[config.mk]
export PLATFORM = sky130hd
export DESIGN_NAME = mem_arbiter
export DESIGN_NICKNAME = d
export VERILOG_FILES = /design/src/rtl/mem_arbiter.sv
export SDC_FILE = /design/constraint.sdc
export NUM_CORES = 1
export LEC_CHECK = 0
export ABC_AREA = 1
export ABC_CLOCK_PERIOD_IN_PS = 3300
export BUFFER_PORTS_ARGS = -buffer_cell sky130_fd_sc_hd__buf_2
export CELL_PAD_IN_SITES_DETAIL_PLACEMENT = 1
export CELL_PAD_IN_SITES_GLOBAL_PLACEMENT = 2
export CORE_MARGIN = 5
export CORE_UTILIZATION = 25
export CTS_CLUSTER_SIZE = 12
export DETAILED_ROUTE_END_ITERATION = 7
export PLACE_DENSITY_LB_ADDON = 0.1
export SLEW_MARGIN = 10
export SYNTH_ARGS = -nofsm -noshare
export SYNTH_HDL_FRONTEND = slang
export SYNTH_SLANG_ARGS = --single-unit
[constraint.sdc]
create_clock -name clk -period 3.3 [get_ports clk]
set_clock_uncertainty 0.1 [all_clocks]
set_input_delay 0.825 -clock clk [delete_from_list [all_inputs] [get_ports clk]]
set_output_delay 0.825 -clock clk [all_outputs]
set_load 0.05 [all_outputs]
[src/rtl/mem_arbiter.sv]
// Shares one asynchronous SRAM between the cpu data port and its instruction fetch port.
// Each cpu step runs ARB -> [DATA] -> FETCH -> DONE, and the pipeline is stalled everywhere except DONE.
module mem_arbiter #(
    parameter int ADDR_W      = 16,
    parameter int DATA_W      = 16,
    parameter int WAIT_CYCLES = 1
) (
    input  logic              clk,
    input  logic              rst,
    input  logic [ADDR_W-1:0] Baddr,
    output logic [DATA_W-1:0] BmemRead,
    input  logic [ADDR_W-1:0] MeAaddr,
    input  logic [DATA_W-1:0] MeMemWrite,
    input  logic [1:0]        MeMemControl,
    output logic [DATA_W-1:0] AmemRead,
    output logic              stall,
    output logic [ADDR_W-1:0] sram_addr,
    output logic [DATA_W-1:0] sram_dq_out,
    output logic              sram_dq_oe,
    input  logic [DATA_W-1:0] sram_dq_in,
    output logic              sram_ce_n,
    output logic              sram_oe_n,
    output logic              sram_we_n
);

    localparam int T     = WAIT_CYCLES + 1;
    localparam int CNT_W = (T > 1) ? $clog2(T) : 1;
    localparam logic [CNT_W-1:0] LAST = CNT_W'(T - 1);

    typedef enum logic [1:0] {ARB, DATA, FETCH, DONE} state_t;

    state_t            r_state;
    state_t            w_next;
    logic [CNT_W-1:0]  r_cnt;
    logic [ADDR_W-1:0] r_bAddr;
    logic [1:0]        r_op;
    logic              w_last;
    logic              w_opRead;
    logic              w_opWrite;
    logic              w_inIsData;

    assign w_last     = (r_cnt == LAST);
    assign w_opRead   = (r_op == 2'b01);
    assign w_opWrite  = (r_op == 2'b10);
    assign w_inIsData = (MeMemControl == 2'b01) || (MeMemControl == 2'b10);

    always_comb begin
        w_next = r_state;
        case (r_state)
            ARB:     w_next = w_inIsData ? DATA : FETCH;
            DATA:    if (w_last) w_next = FETCH;
            FETCH:   if (w_last) w_next = DONE;
            DONE:    w_next = ARB;
            default: w_next = ARB;
        endcase
    end

    always_ff @(posedge clk or negedge rst) begin
        if (!rst) begin
            r_state <= ARB;
            r_cnt   <= '0;
        end else begin
            r_state <= w_next;
            r_cnt   <= (w_next != r_state) ? '0 : r_cnt + CNT_W'(1);
        end
    end

    // sram_addr is loaded one edge early so it is already valid on the first cycle of each access.
    always_ff @(posedge clk or negedge rst) begin
        if (!rst) begin
            r_bAddr     <= '0;
            r_op        <= 2'b00;
            sram_addr   <= '0;
            sram_dq_out <= '0;
            AmemRead    <= '0;
            BmemRead    <= '0;
        end else begin
            case (r_state)
                ARB: begin
                    r_bAddr     <= Baddr;
                    r_op        <= MeMemControl;
                    sram_dq_out <= MeMemWrite;
                    sram_addr   <= w_inIsData ? MeAaddr : Baddr;
                end
                DATA: begin
                    if (w_last) begin
                        if (w_opRead) AmemRead <= sram_dq_in;
                        sram_addr <= r_bAddr;
                    end
                end
                FETCH: begin
                    if (w_last) BmemRead <= sram_dq_in;
                end
                default: ;
            endcase
        end
    end

    // Write strobe is released on the final DATA cycle so address and data are held past the rising we_n.
    always_comb begin
        stall      = 1'b1;
        sram_ce_n  = 1'b1;
        sram_oe_n  = 1'b1;
        sram_we_n  = 1'b1;
        sram_dq_oe = 1'b0;
        case (r_state)
            DATA: begin
                sram_ce_n = 1'b0;
                if (w_opRead) sram_oe_n = 1'b0;
                if (w_opWrite) begin
                    sram_dq_oe = 1'b1;
                    sram_we_n  = (T == 1) ? 1'b0 : w_last;
                end
            end
            FETCH: begin
                sram_ce_n = 1'b0;
                sram_oe_n = 1'b0;
            end
            DONE:    stall = 1'b0;
            default: ;
        endcase
    end

endmodule

# After elaboration in Yosys (flattened, before gate mapping)
# Cells that the tools add are included.
# word_totals
elab_cells	41
input_bits	68
register_bits	85
out_inout_bits	69
# classes
n_eq_ne	9
n_mux	16
reduce_logical	7
add_sub_neg	1
# op_table
op	count
2-to-1 mux 16 bit	2
case mux 16 bit (2 select lines)	1
equality test 2 bit (second input constant)	4
2-to-1 mux 1 bit	8
case mux 2 bit (4 select lines)	1
equality test 2 x 1 -> 1 bit (second input constant)	3
2-to-1 mux 2 bit	3
AND reduction 2 bit	2
AND reduction 3 bit	1
logical NOT 2 bit	1
inequality test 2 bit	1
inequality test 2 bit (second input constant)	1
case mux 1 bit (2 select lines)	1
nonzero test 2 bit	1
OR reduction 2 bit	1
adder 1 bit (second input constant)	1
logical OR 1 bit	1

# Depth between registers and ports, before layout
# Gate-level depths: netlist of run 1.
# logic_depth
word_depth	6
depth_mapped	10
depth_no_buf	9

# Worst setup path after synthesis of run 1
# No wires, ideal clock.
# synth_timing
path_type	register to output
startpoint	register r_state[1]
endpoint	output sram_we_n
stages_incl_launch_ff	6
t_arrival_ps	2626
path_slack_ps	-251
t_required_ps	2375
path_buffers	0
path_cell_list	dfrtp_1 > inv_1 > ha_1 > inv_2 > nor3_1 > nand2_1
# synth_via
elab_chain_len	2
# synth_rtl
item	line	source
start, declared	32	state_t r_state;
start signal, assigned	63	r_state <= w_next;
equality test 2 x 1 -> 1 bit	106	case (r_state)
2-to-1 mux 1 bit	106	
end, declared	23	output logic sram_we_n
# No other way between the ends.

# Final worst setup path of run 1
# layout_timing
startpoint	register r_state[1]
endpoint	output sram_dq_oe
# layout_via
elab_chain_len	2
# layout_rtl
item	line	source
equality test 2 x 1 -> 1 bit	106	
2-to-1 mux 1 bit	106	
end, declared	19	output logic sram_dq_oe,
# No other way between the ends.

==> results of run 1 <==
state kept, by name, summed over array words and instances (netlist names):
signal / flops
r_cnt: 1
r_bAddr: 16
sram_dq_out: 16
r_state: 2
r_op: 2
AmemRead: 16
BmemRead: 16
sram_addr: 16
power by group through the flow:
stage	registers (mW)	logic [mW]	clock network, mW
after floorplan	3.16	1.20	0
final	1.83	3.36	1.18
after CTS	1.84	3.44	1.24
after detailed placement	1.85	3.44	0
after global placement	1.84	3.39	0
after global routing	1.90	3.70	1.27
cells by family (layout without fill, tap and decap cells):
| logic type | after synthesis | after routing | share of synthesized area, % |
|---|---|---|---|
| compound gates | 69 | 69 | 9.460 |
| simple gates | 221 | 221 | 24.46 |
| buf+inv | 66 | 200 | 7.298 |
| flops | 85 | 85 | 57.43 |
| fa+ha+maj | 4 | 4 | 1.351 |
worst reg2reg max path: stages, from the launching register on:
cell,delay (ns)
sky130_fd_sc_hd__dfrtp_1,0.43
sky130_fd_sc_hd__inv_1,0.12
sky130_fd_sc_hd__ha_1,0.41
sky130_fd_sc_hd__buf_4,0.30
sky130_fd_sc_hd__nand2_1,0.11
sky130_fd_sc_hd__o21ai_2,0.42
sky130_fd_sc_hd__buf_4,0.32
sky130_fd_sc_hd__a21oi_1,0.06
sky130_fd_sc_hd__nand2_1,0.07
sky130_fd_sc_hd__nand2_1,0.04
per-layer routing:
layer / routed length, um / vias up / share of wire, % / GRT usage (%)
met2: 5271 / 90 / 47 / 21.92
met1: 5125 / 1516 / 45 / 17.38
li1: - / 1649 / - / -
met4: 242 / 2 / 2.1 / 5.829
met3: 681 / 17 / 6.0 / 4.014
met5: 13 / - / 0.11 / 0
cell type report:
cell class | instances | share of cell area, %
flip-flops and latches | 85 | 43.32
multi-input cells | 294 | 26.76
repair buffers | 140 | 14.78
well taps | 184 | 4.689
clock buffers | 9 | 4.587
inverters | 44 | 3.364
clock inverters | 7 | 2.497
layout by cell type (no fill, tap or decap), types with 4 or more instances in the layout:
cell	netlist	routed
sky130_fd_sc_hd__inv_1	39	39
sky130_fd_sc_hd__o21ai_1	30	30
sky130_fd_sc_hd__nand3_1	37	37
sky130_fd_sc_hd__o21ai_0	21	21
sky130_fd_sc_hd__buf_2	12	135
sky130_fd_sc_hd__clkbuf_16	0	9
sky130_fd_sc_hd__inv_2	5	5
sky130_fd_sc_hd__a21oi_1	16	16
sky130_fd_sc_hd__nand2_1	177	177
sky130_fd_sc_hd__dfrtp_1	85	85
sky130_fd_sc_hd__buf_4	0	4
stage by stage:
stage | power [mW] | area, sq um | utilization, %
after CTS | 6.521 | 4910 | 33.78
after global routing | 6.867 | 4910 | 33.78
after global placement | 5.234 | 4562 | 31.39
after floorplan | 4.366 | 3709 | -
after detailed placement | 5.289 | 4562 | 31.39
final | 6.366 | 4910 | 33.78
path summary, 6_finish.rpt:
kind	endpoint	depth (start not counted)
worst max-delay path	sram_dq_oe	5
worst min-delay path	sram_addr[10]	1
worst max register to register	sram_addr[4]	9
worst min register to register	sram_dq_out[7]	2
max in group asynchronous	sram_dq_out[5]	2
min in group clk	sram_dq_out[7]	2
==> reports/summary.json, run 1 <==
{
  "logic_synthesis": {
    "synth.avg_cell_area_sq_um": 8.323,
    "ys_top_cells_by_area": "sky130_fd_sc_hd__dfrtp_1 57%, sky130_fd_sc_hd__nand2_1 18%, sky130_fd_sc_hd__nand3_1 5.0%",
    "ys_async_sr_fraction_pct": 100.0,
    "synth.cells.most_frequent": "177 x sky130_fd_sc_hd__nand2_1, 85 x sky130_fd_sc_hd__dfrtp_1, 39 x sky130_fd_sc_hd__inv_1, 37 x sky130_fd_sc_hd__nand3_1, 30 x sky130_fd_sc_hd__o21ai_1",
    "yosysTopAreaCellShare_pct": 57.43,
    "synth.ff_latch_count": 85,
    "synth_cell_type_count": 19,
    "post_synth_design_cell_area_sq_um": 3704,
    "synth_sequential_area_ratio_pct": 57.43,
    "most_common_cell_in_the_synthesized_netlist": "sky130_fd_sc_hd__nand2_1",
    "syn_inst": 445,
    "synthesis.yosys.warnings": 0,
    "synth_top_cell_by_area": "sky130_fd_sc_hd__dfrtp_1",
    "synth-edff-count": 0,
    "synth_top_flop_cell": "sky130_fd_sc_hd__dfrtp_1",
    "postSynthNetCount": 517
  },
  "pwr": {
    "seqPwrFrac_pct": 28.8,
    "switching_share_pct": 51.67,
    "clkPwrFrac_pct": 18.5,
    "power.leakage_nw": 2.711,
    "total_switching_power_mw": 3.289,
    "vdd_ir_drop_max_v": 0.0004122,
    "power.density_nw_per_um2": 1297,
    "cellInternalPower_mw": 3.077,
    "p_comb_share_pct": 52.7
  },
  "global_routing": {
    "first_global_vias": 3686,
    "grt_antenna_before_repair": 1,
    "maximum_number_of_pins_on_one_net_before_global_route_repair": 57,
    "gr-total-overflow": 0,
    "first_pass_grt_wire_length_um": 19340,
    "grt_usage_pct": 13.74
  },
  "finish": {
    "drive_above_1_share_pct": 29.02,
    "finish.cell_count_without_fillers": 763,
    "net_count_reported_at_finish": 646,
    "area.growth.synth_to_final_pct": 32.57,
    "num-fill-cells": 1804,
    "area_occupied_by_registers_sq_um": 2127,
    "antenna-diode-count": 0,
    "multi_input_area_sq_um": 1314
  },
  "sta": {
    "worst-slew-pin-transition_ns": 1.099,
    "layout_worst_path_cycle_share_pct": 91.97,
    "slew_headroom_pct": 26.74,
    "finalWorstSetupSlack_ns": 0.2648,
    "period_needed_ns": 3.035,
    "rsz0062_at_grt": "no",
    "tns_ns": 0,
    "max_freq_mhz": 329.5,
    "worst_hold_slack_ns": 0.3693,
    "hold_violations": 0,
    "setup-violations-final": 0,
    "final-max-slew-violation-count": 0
  },
  "critical_path": {
    "crit_path_max_fanout": 19,
    "data_required_time_of_the_critical_path_ns": 2.37,
    "worst-r2r-setup-slack_ns": 0.83,
    "worst-path-buf-inv": 3,
    "crit_path_top_delay_cell": "sky130_fd_sc_hd__dfrtp_1",
    "worst-setup-path-type": "reg -> out",
    "worstPathCellList": "inv_1 -> ha_1 -> inv_2 -> nor3_2 -> buf_2",
    "worst_setup_path_start_kind": "flop",
    "critical_path.reg2reg.startpoint": "r_state[1]",
    "critical-path-top-delay-family": "buffers and inverters",
    "endpoint_arrival_time_on_the_critical_path_ns": 2.11,
    "crit_start": "r_state[1]",
    "critical_path.endpoint_type": "output pin",
    "max_stage_delay_ns": 0.43
  },
  "routing": {
    "route.final.wire_length_um": 11330,
    "drtPass1Iterations": 4,
    "wl_per_cell_um": 14.85,
    "dr_total_vias": 3274,
    "detail-route-antenna-nets": 0,
    "ratio_of_routed_vias_to_standard_cells": 4.291,
    "dr.first_iter.drc_count": 130,
    "residual_drc_count": 0
  },
  "placement": {
    "dp_cells": 747,
    "post-dp-hpwl_um": 8007,
    "port_buffers": 136,
    "post-place-ws_ns": 0.5895,
    "place.gp.congestion": 0.7267
  },
  "cts": {
    "tritoncts.num_buffers": 9,
    "cts.path.max_buffers": 2,
    "cts_setup_buffers": 0,
    "cts-resized-gates": 0,
    "cts.htree.levels": 3,
    "clk_root_buffer_cell": "sky130_fd_sc_hd__clkbuf_16",
    "tritoncts": "built",
    "post_cts_hold_buffer_count": 0,
    "cts_sinks": 85,
    "clk-insertion-delay-late_ns": 0.34,
    "post_cts_clock_slew_at_the_launch_and_capture_registers_of_the_worst_setup_and_hold_paths_ns": 0.06
  },
  "die": {
    "die_height_um": 131.7,
    "fp.dieW_um": 131.7,
    "core_region_area_sq_um": 14530,
    "rows": 44,
    "top_level_ports": 137,
    "initial_utilization_pct": 25.48,
    "die_area_sq_um": 17350
  },
  "hold_path": {
    "hold_class": "in -> async"
  },
  "flow_run": {
    "max-cap-violations": 0
  },
  "status": {
    "status": "complete, no violations"
  }
}
Note: power is estimated with default switching activity, not from simulation.
==> run 2, diff against run 1 <==
Settings changed: PLACE_DENSITY set to 0.83, PLACE_DENSITY_LB_ADDON 0.1 to not set.
==> run 2 against run 1 <==
Compared with the run above: die area unchanged; register-to-register slack improved by 0.18 ns; cell count unchanged; clock power decreased by 4%; final area decreased by 0.25%; combinational power about the same; first-iteration DRC count decreased by 6.2%; via count increased by 3.7%; sequential share of layout area increased by 0.11 points; maximum frequency increased by 7.4%; highest routed layer is now met4; count of clock-buffer cells in the layout increased by 2.
==> reports/summary.json, run 2 (synthesis gave the netlist of run 1 again) <==
{
  "status": {
    "status": {"value": "complete, no violations", "change": "unchanged"}
  },
  "cts": {
    "clk-insertion-delay-late": {"value": 0.34, "unit": "ns", "change": "about the same"},
    "tritoncts": {"value": "built", "change": "unchanged"},
    "post_cts_hold_buffer_count": {"value": 0, "change": "unchanged"},
    "post_cts_clock_slew_at_the_launch_and_capture_registers_of_the_worst_setup_and_hold_paths": {"value": 0.06, "unit": "ns", "change": "about the same"},
    "clk_root_buffer_cell": {"value": "sky130_fd_sc_hd__clkbuf_16", "change": "unchanged"},
    "tritoncts.num_buffers": {"value": 9, "change": "unchanged"},
    "cts.htree.levels": {"value": 3, "change": "unchanged"},
    "cts-resized-gates": {"value": 0, "change": "unchanged"},
    "cts_setup_buffers": {"value": 0, "change": "unchanged"},
    "cts_sinks": {"value": 85, "change": "unchanged"},
    "cts.path.max_buffers": {"value": 2, "change": "unchanged"}
  },
  "finish": {
    "finish.cell_count_without_fillers": {"value": 763, "change": "unchanged"},
    "layout.cells.most_common_list": {"value": "177 x sky130_fd_sc_hd__nand2_1, 135 x sky130_fd_sc_hd__buf_2, 85 x sky130_fd_sc_hd__dfrtp_1", "change": "unchanged"},
    "drive_above_1_share": {"value": 29.02, "unit": "%", "change": "unchanged"},
    "net_count_reported_at_finish": {"value": 646, "change": "unchanged"},
    "num-fill-cells": {"value": 1806, "change": "was 1804"},
    "layout_commonest_cell": {"value": "sky130_fd_sc_hd__nand2_1", "change": "unchanged"},
    "layout.core_utilization": {"value": 33.69, "unit": "%", "change": "was 33.78%"},
    "multi_input_area": {"value": 1314, "unit": "sq um", "change": "unchanged"},
    "area_occupied_by_registers": {"value": 2127, "unit": "sq um", "change": "unchanged"},
    "fin_area": {"value": 4897, "unit": "sq um", "change": "was 4910 sq um"},
    "area.growth.synth_to_final": {"value": 32.23, "unit": "%", "change": "was 32.57%"},
    "antenna-diode-count": {"value": 0, "change": "unchanged"}
  },
  "global_routing": {
    "gr-total-overflow": {"value": 0, "change": "unchanged"},
    "maximum_number_of_pins_on_one_net_before_global_route_repair": {"value": 86, "change": "was 57"},
    "grt_usage": {"value": 13.73, "unit": "%", "change": "was 13.74%"},
    "first_pass_grt_wire_length": {"value": 19570, "unit": "um", "change": "was 19340 um"},
    "grt_antenna_before_repair": {"value": 0, "change": "was 1"},
    "first_global_vias": {"value": 3789, "change": "was 3686"}
  },
  "critical_path": {
    "critical_path.reg2reg.startpoint": {"value": "r_state[1]", "change": "unchanged"},
    "crit_path_top_delay_cell": {"value": "sky130_fd_sc_hd__dfrtp_1", "change": "unchanged"},
    "critical_path.endpoint_type": {"value": "output pin", "change": "unchanged"},
    "max_stage_delay": {"value": 0.42, "unit": "ns", "change": "was 0.43 ns"},
    "endpoint_arrival_time_on_the_critical_path": {"value": 1.90, "unit": "ns", "change": "was 2.11 ns"},
    "rr_worst_depth": {"value": 8, "change": "was 9"},
    "crit_start": {"value": "r_state[1]", "change": "unchanged"},
    "data_required_time_of_the_critical_path": {"value": 2.37, "unit": "ns", "change": "about the same"},
    "worst_setup_path_start_kind": {"value": "flop", "change": "unchanged"},
    "worstPathCellList": {"value": "inv_1 -> ha_1 -> inv_2 -> nor3_2 -> nand2_1 -> buf_2", "change": "was inv_1 -> ha_1 -> inv_2 -> nor3_2 -> buf_2"},
    "crit_path_max_fanout": {"value": 19, "change": "unchanged"},
    "worst-setup-path-type": {"value": "reg -> out", "change": "unchanged"}
  },
  "die": {
    "core_region_area": {"value": 14530, "unit": "sq um", "change": "unchanged"},
    "die_area": {"value": 17350, "unit": "sq um", "change": "unchanged"},
    "die_height": {"value": 131.7, "unit": "um", "change": "unchanged"},
    "fp.dieW": {"value": 131.7, "unit": "um", "change": "unchanged"},
    "top_level_ports": {"value": 137, "change": "unchanged"},
    "rows": {"value": 44, "change": "unchanged"},
    "initial_utilization": {"value": 25.48, "unit": "%", "change": "unchanged"}
  },
  "sta": {
    "hold_violations": {"value": 0, "change": "unchanged"},
    "max_freq": {"value": 353.9, "unit": "MHz", "change": "was 329.5 MHz"},
    "finalWorstSetupSlack": {"value": 0.4742, "unit": "ns", "change": "was 0.2648 ns"},
    "rsz0062_at_grt": {"value": "no", "change": "unchanged"},
    "layout_worst_path_cycle_share": {"value": 85.63, "unit": "%", "change": "was 91.97%"},
    "final-max-slew-violation-count": {"value": 0, "change": "unchanged"},
    "period_needed": {"value": 2.826, "unit": "ns", "change": "was 3.035 ns"},
    "worst-slew-pin-transition": {"value": 1.071, "unit": "ns", "change": "was 1.099 ns"},
    "tns": {"value": 0, "unit": "ns", "change": "unchanged"},
    "worst_hold_slack": {"value": 0.3651, "unit": "ns", "change": "was 0.3693 ns"},
    "setup-violations-final": {"value": 0, "change": "unchanged"},
    "slew_headroom": {"value": 28.42, "unit": "%", "change": "was 26.74%"}
  },
  "routing": {
    "drtPass1Iterations": {"value": 4, "change": "unchanged"},
    "dr.first_iter.drc_count": {"value": 122, "change": "was 130"},
    "detail-route-antenna-nets": {"value": 0, "change": "unchanged"},
    "wl_per_cell": {"value": 15.21, "unit": "um", "change": "was 14.85 um"},
    "ratio_of_routed_vias_to_standard_cells": {"value": 4.450, "change": "was 4.291"},
    "route.final.wire_length": {"value": 11610, "unit": "um", "change": "was 11330 um"},
    "residual_drc_count": {"value": 0, "change": "unchanged"},
    "dr_total_vias": {"value": 3395, "change": "was 3274"}
  },
  "hold_path": {
    "worstHoldPathCells": 2,
    "hold_class": {"value": "reg -> reg", "change": "was in -> async"},
    "hold_path.startpoint": "sram_dq_out[6]"
  },
  "pwr": {
    "power": {"value": 6.346, "unit": "mW", "change": "was 6.366 mW"},
    "power.leakage": {"value": 2.714, "unit": "nW", "change": "was 2.711 nW"},
    "power.density": {"value": 1296, "unit": "nW/um^2", "change": "was 1297 nW/um^2"},
    "vdd_ir_drop_max": {"value": 0.0005665, "unit": "V", "change": "was 0.0004122 V"}
  },
  "flow_run": {
    "max-cap-violations": {"value": 0, "change": "unchanged"}
  },
  "placement": {
    "placed_cell_area": {"value": 4562, "unit": "sq um", "change": "unchanged"},
    "post-dp-hpwl": {"value": 8115, "unit": "um", "change": "was 8007 um"},
    "post-place-ws": {"value": 0.8047, "unit": "ns", "change": "was 0.5895 ns"},
    "place.gp.congestion": {"value": 0.7464, "change": "was 0.7267"},
    "dp_cells": {"value": 747, "change": "unchanged"},
    "port_buffers": {"value": 136, "change": "unchanged"}
  }
}
run 2: cell count changes in the layout (fill, tap and decap cells not counted), sizes merged:
cell      previous run  this run
clkinv               1         3
clkinvlp             2         0
clkbuf               9        11
inv                 45        44
bufinv               3         2
run 2: worst paths after layout:
path | endpoint | slack [ns]
setup / recovery | sram_we_n | 0.47
hold / removal | sram_dq_out[6] | 0.37
setup reg to reg | sram_addr[2] | 1.01
hold reg to reg | sram_dq_out[6] | 0.37
max in group asynchronous | sram_addr[7] | 2.29
min in group asynchronous | sram_addr[12] | 0.38
run 2: cell type report:
type / count / area share, %
flip-flops and latches: 85 / 43.43
multi-input cells: 294 / 26.83
repair buffers: 140 / 14.82
clock buffers: 11 / 5.161
well taps: 184 / 4.701
inverters: 44 / 3.372
clock inverters: 5 / 1.686
run 2: critical path: cells and delay by family, from the launching register on:
family | cells | cell delay (ns)
buffers and inverters | 3 | 0.52
AND/OR/NAND/NOR | 2 | 0.40
flip-flops | 1 | 0.42
adder cells (fa/ha/maj) | 1 | 0.20
run 2: per-layer routing:
metal | vias to the layer above | wire (um) | global-route usage (%)
li1 | 1647 | - | -
met1 | 1635 | 4935 | 16.51
met5 | - | 0 | 0
met4 | 0 | 97 | 2.743
met3 | 6 | 1000 | 6.193
met2 | 107 | 5573 | 22.83
run 2: power by group:
group | internal, mW | total [mW] | switching (mW)
sequential | 1.57 | 1.83 | 0.267
combinational | 0.760 | 3.38 | 2.62
clock | 0.706 | 1.13 | 0.427
total | 3.03 | 6.35 | 3.31
==> run 3, diff against run 2 <==
Settings changed: BUFFER_PORTS_ARGS -buffer_cell sky130_fd_sc_hd__buf_2 to not set, DONT_BUFFER_PORTS set to 1, PLACE_DENSITY 0.83 to 0.69.
==> run 3 against run 2 <==
Compared with the run above: critical path depth is the same; setup slack improved by 0.086 ns; count of clock-buffer cells in the layout grew 4; first-iteration DRC count grew 27%; final area shrank 15%; flip-flop and latch count unchanged; sequential share of layout area is 7.6 points higher; die area stayed put; maximum frequency rose by 3.1%; critical path type unchanged.
==> reports/summary.json, run 3 (synthesis gave the netlist of run 1 again) <==
{
  "cts": {
    "cts-resized-gates": {"value": 0, "change": "unchanged"},
    "cts_setup_buffers": {"value": 0, "change": "unchanged"},
    "post_cts_clock_slew_at_the_launch_and_capture_registers_of_the_worst_setup_and_hold_paths": {"value": 0.06, "unit": "ns", "change": "about the same"},
    "tritoncts.num_buffers": {"value": 9, "change": "unchanged"},
    "tritoncts": {"value": "built", "change": "unchanged"},
    "cts_sinks": {"value": 85, "change": "unchanged"},
    "post_cts_hold_buffer_count": {"value": 0, "change": "unchanged"},
    "cts.htree.levels": {"value": 3, "change": "unchanged"},
    "clk-insertion-delay-late": {"value": 0.34, "unit": "ns", "change": "about the same"},
    "clk_root_buffer_cell": {"value": "sky130_fd_sc_hd__clkbuf_16", "change": "unchanged"},
    "cts.path.max_buffers": {"value": 2, "change": "unchanged"}
  },
  "placement": {
    "place.gp.congestion": {"value": 0.7206, "change": "was 0.7464"},
    "dp_cells": {"value": 613, "change": "was 747"},
    "port_buffers": {"value": 0, "change": "was 136"},
    "post-dp-hpwl": {"value": 7473, "unit": "um", "change": "was 8115 um"},
    "post-place-ws": {"value": 0.9018, "unit": "ns", "change": "was 0.8047 ns"}
  },
  "die": {
    "fp.dieW": {"value": 131.7, "unit": "um", "change": "unchanged"},
    "top_level_ports": {"value": 137, "change": "unchanged"},
    "core_region_area": {"value": 14530, "unit": "sq um", "change": "unchanged"},
    "rows": {"value": 44, "change": "unchanged"},
    "die_height": {"value": 131.7, "unit": "um", "change": "unchanged"},
    "initial_utilization": {"value": 25.48, "unit": "%", "change": "unchanged"},
    "die_area": {"value": 17350, "unit": "sq um", "change": "unchanged"}
  },
  "routing": {
    "ratio_of_routed_vias_to_standard_cells": {"value": 4.558, "change": "was 4.450"},
    "drtPass1Iterations": {"value": 4, "change": "unchanged"},
    "route.final.wire_length": {"value": 10730, "unit": "um", "change": "was 11610 um"},
    "dr.first_iter.drc_count": {"value": 155, "change": "was 122"},
    "detail-route-antenna-nets": {"value": 0, "change": "unchanged"},
    "dr_total_vias": {"value": 2867, "change": "was 3395"},
    "wl_per_cell": {"value": 17.06, "unit": "um", "change": "was 15.21 um"},
    "residual_drc_count": {"value": 0, "change": "unchanged"}
  },
  "finish": {
    "layout.core_utilization": {"value": 28.68, "unit": "%", "change": "was 33.69%"},
    "net_count_reported_at_finish": {"value": 512, "change": "was 646"},
    "drive_above_1_share": {"value": 6.517, "unit": "%", "change": "was 29.02%"},
    "area.growth.synth_to_final": {"value": 12.57, "unit": "%", "change": "was 32.23%"},
    "antenna-diode-count": {"value": 0, "change": "unchanged"},
    "layout.cells.most_common_list": {"value": "177 x sky130_fd_sc_hd__nand2_1, 85 x sky130_fd_sc_hd__dfrtp_1, 39 x sky130_fd_sc_hd__inv_1", "change": "was 177 x sky130_fd_sc_hd__nand2_1, 135 x sky130_fd_sc_hd__buf_2, 85 x sky130_fd_sc_hd__dfrtp_1"},
    "finish.cell_count_without_fillers": {"value": 629, "change": "was 763"},
    "layout_commonest_cell": {"value": "sky130_fd_sc_hd__nand2_1", "change": "unchanged"}
  },
  "sta": {
    "max_freq": {"value": 364.9, "unit": "MHz", "change": "was 353.9 MHz"},
    "worst-slew-pin-transition": {"value": 1.030, "unit": "ns", "change": "was 1.071 ns"},
    "final-max-slew-violation-count": {"value": 0, "change": "unchanged"},
    "finalWorstSetupSlack": {"value": 0.5597, "unit": "ns", "change": "was 0.4742 ns"},
    "period_needed": {"value": 2.740, "unit": "ns", "change": "was 2.826 ns"},
    "hold_violations": {"value": 0, "change": "unchanged"},
    "rsz0062_at_grt": {"value": "no", "change": "unchanged"},
    "tns": {"value": 0, "unit": "ns", "change": "unchanged"},
    "setup-violations-final": {"value": 0, "change": "unchanged"},
    "layout_worst_path_cycle_share": {"value": 83.04, "unit": "%", "change": "was 85.63%"},
    "slew_headroom": {"value": 31.19, "unit": "%", "change": "was 28.42%"}
  },
  "global_routing": {
    "grt_antenna_before_repair": {"value": 0, "change": "unchanged"},
    "grt_usage": {"value": 12.53, "unit": "%", "change": "was 13.73%"},
    "gr-total-overflow": {"value": 0, "change": "unchanged"},
    "first_global_vias": {"value": 3115, "change": "was 3789"},
    "maximum_number_of_pins_on_one_net_before_global_route_repair": {"value": 86, "change": "unchanged"},
    "first_pass_grt_wire_length": {"value": 17460, "unit": "um", "change": "was 19570 um"}
  },
  "critical_path": {
    "worst_setup_path_start_kind": {"value": "flop", "change": "unchanged"},
    "worst-setup-path-type": {"value": "reg -> out", "change": "unchanged"},
    "crit_path_max_fanout": {"value": 19, "change": "unchanged"},
    "data_required_time_of_the_critical_path": {"value": 2.37, "unit": "ns", "change": "about the same"},
    "endpoint_arrival_time_on_the_critical_path": {"value": 1.82, "unit": "ns", "change": "was 1.90 ns"},
    "critical_path.endpoint_type": {"value": "output pin", "change": "unchanged"}
  },
  "flow_run": {
    "max-cap-violations": {"value": 0, "change": "unchanged"}
  },
  "status": {
    "status": {"value": "complete, no violations", "change": "unchanged"}
  },
  "hold_path": {
    "hold_class": {"value": "in -> async", "change": "was reg -> reg"}
  }
}
run 3: path summary, 6_finish.rpt:
| check | startpoint | end | slack, ns | cells after the start |
|---|---|---|---|---|
| max in group asynchronous | rst | BmemRead[13] | 2.90 | 0 |
| worst max-delay path | r_state[1] | sram_oe_n | 0.56 | 6 |
| worst min register to register | r_bAddr[13] | r_bAddr[13] | 0.43 | 2 |
| min in group clk | r_bAddr[13] | r_bAddr[13] | 0.43 | 2 |
| worst min-delay path | rst | sram_addr[10] | 0.08 | 0 |
| worst max register to register | r_state[1] | AmemRead[1] | 1.11 | 6 |
run 3: per-stage QoR:
stage                     cell area [sq um]  hold slack [ns]
after floorplan                        3709           0.3910
after CTS                              4169          0.05722
final                                  4169          0.07650
after detailed placement               3881           0.4185
after global routing                   4169          0.05351
after global placement                 3881           0.4082
run 3: critical path: stages (launching register included):
cell and delay (ns):
sky130_fd_sc_hd__dfrtp_1 0.42, sky130_fd_sc_hd__inv_1 0.11, sky130_fd_sc_hd__ha_1 0.22, sky130_fd_sc_hd__inv_2 0.31, sky130_fd_sc_hd__nand2_1 0.09, sky130_fd_sc_hd__o21ai_1 0.11
sky130_fd_sc_hd__buf_4 0.22
run 3: per-layer routing:
layer  global-route usage (%)  vias to the layer above  share of wire, %
met5                        0                        -                 0
met4                    5.371                        0               2.0
met1                    15.32                     1367                42
li1                         -                     1381                 -
met3                    5.313                       13                10
met2                    19.38                      106                46
run 3: cell type report:
type                       count  area (sq um)
inverter                      44         165.2
tap                          184         230.2
fill                        1733         10360
multi-input combinational    294          1314
clock inverter                 1         30.03
clock buffer                  15         257.7
timing repair buffer           6         45.04
sequential                    85          2127
Power of run 3 is not shown: default switching activity piles up to over one toggle a cycle in this logic, so the estimate is an artifact.
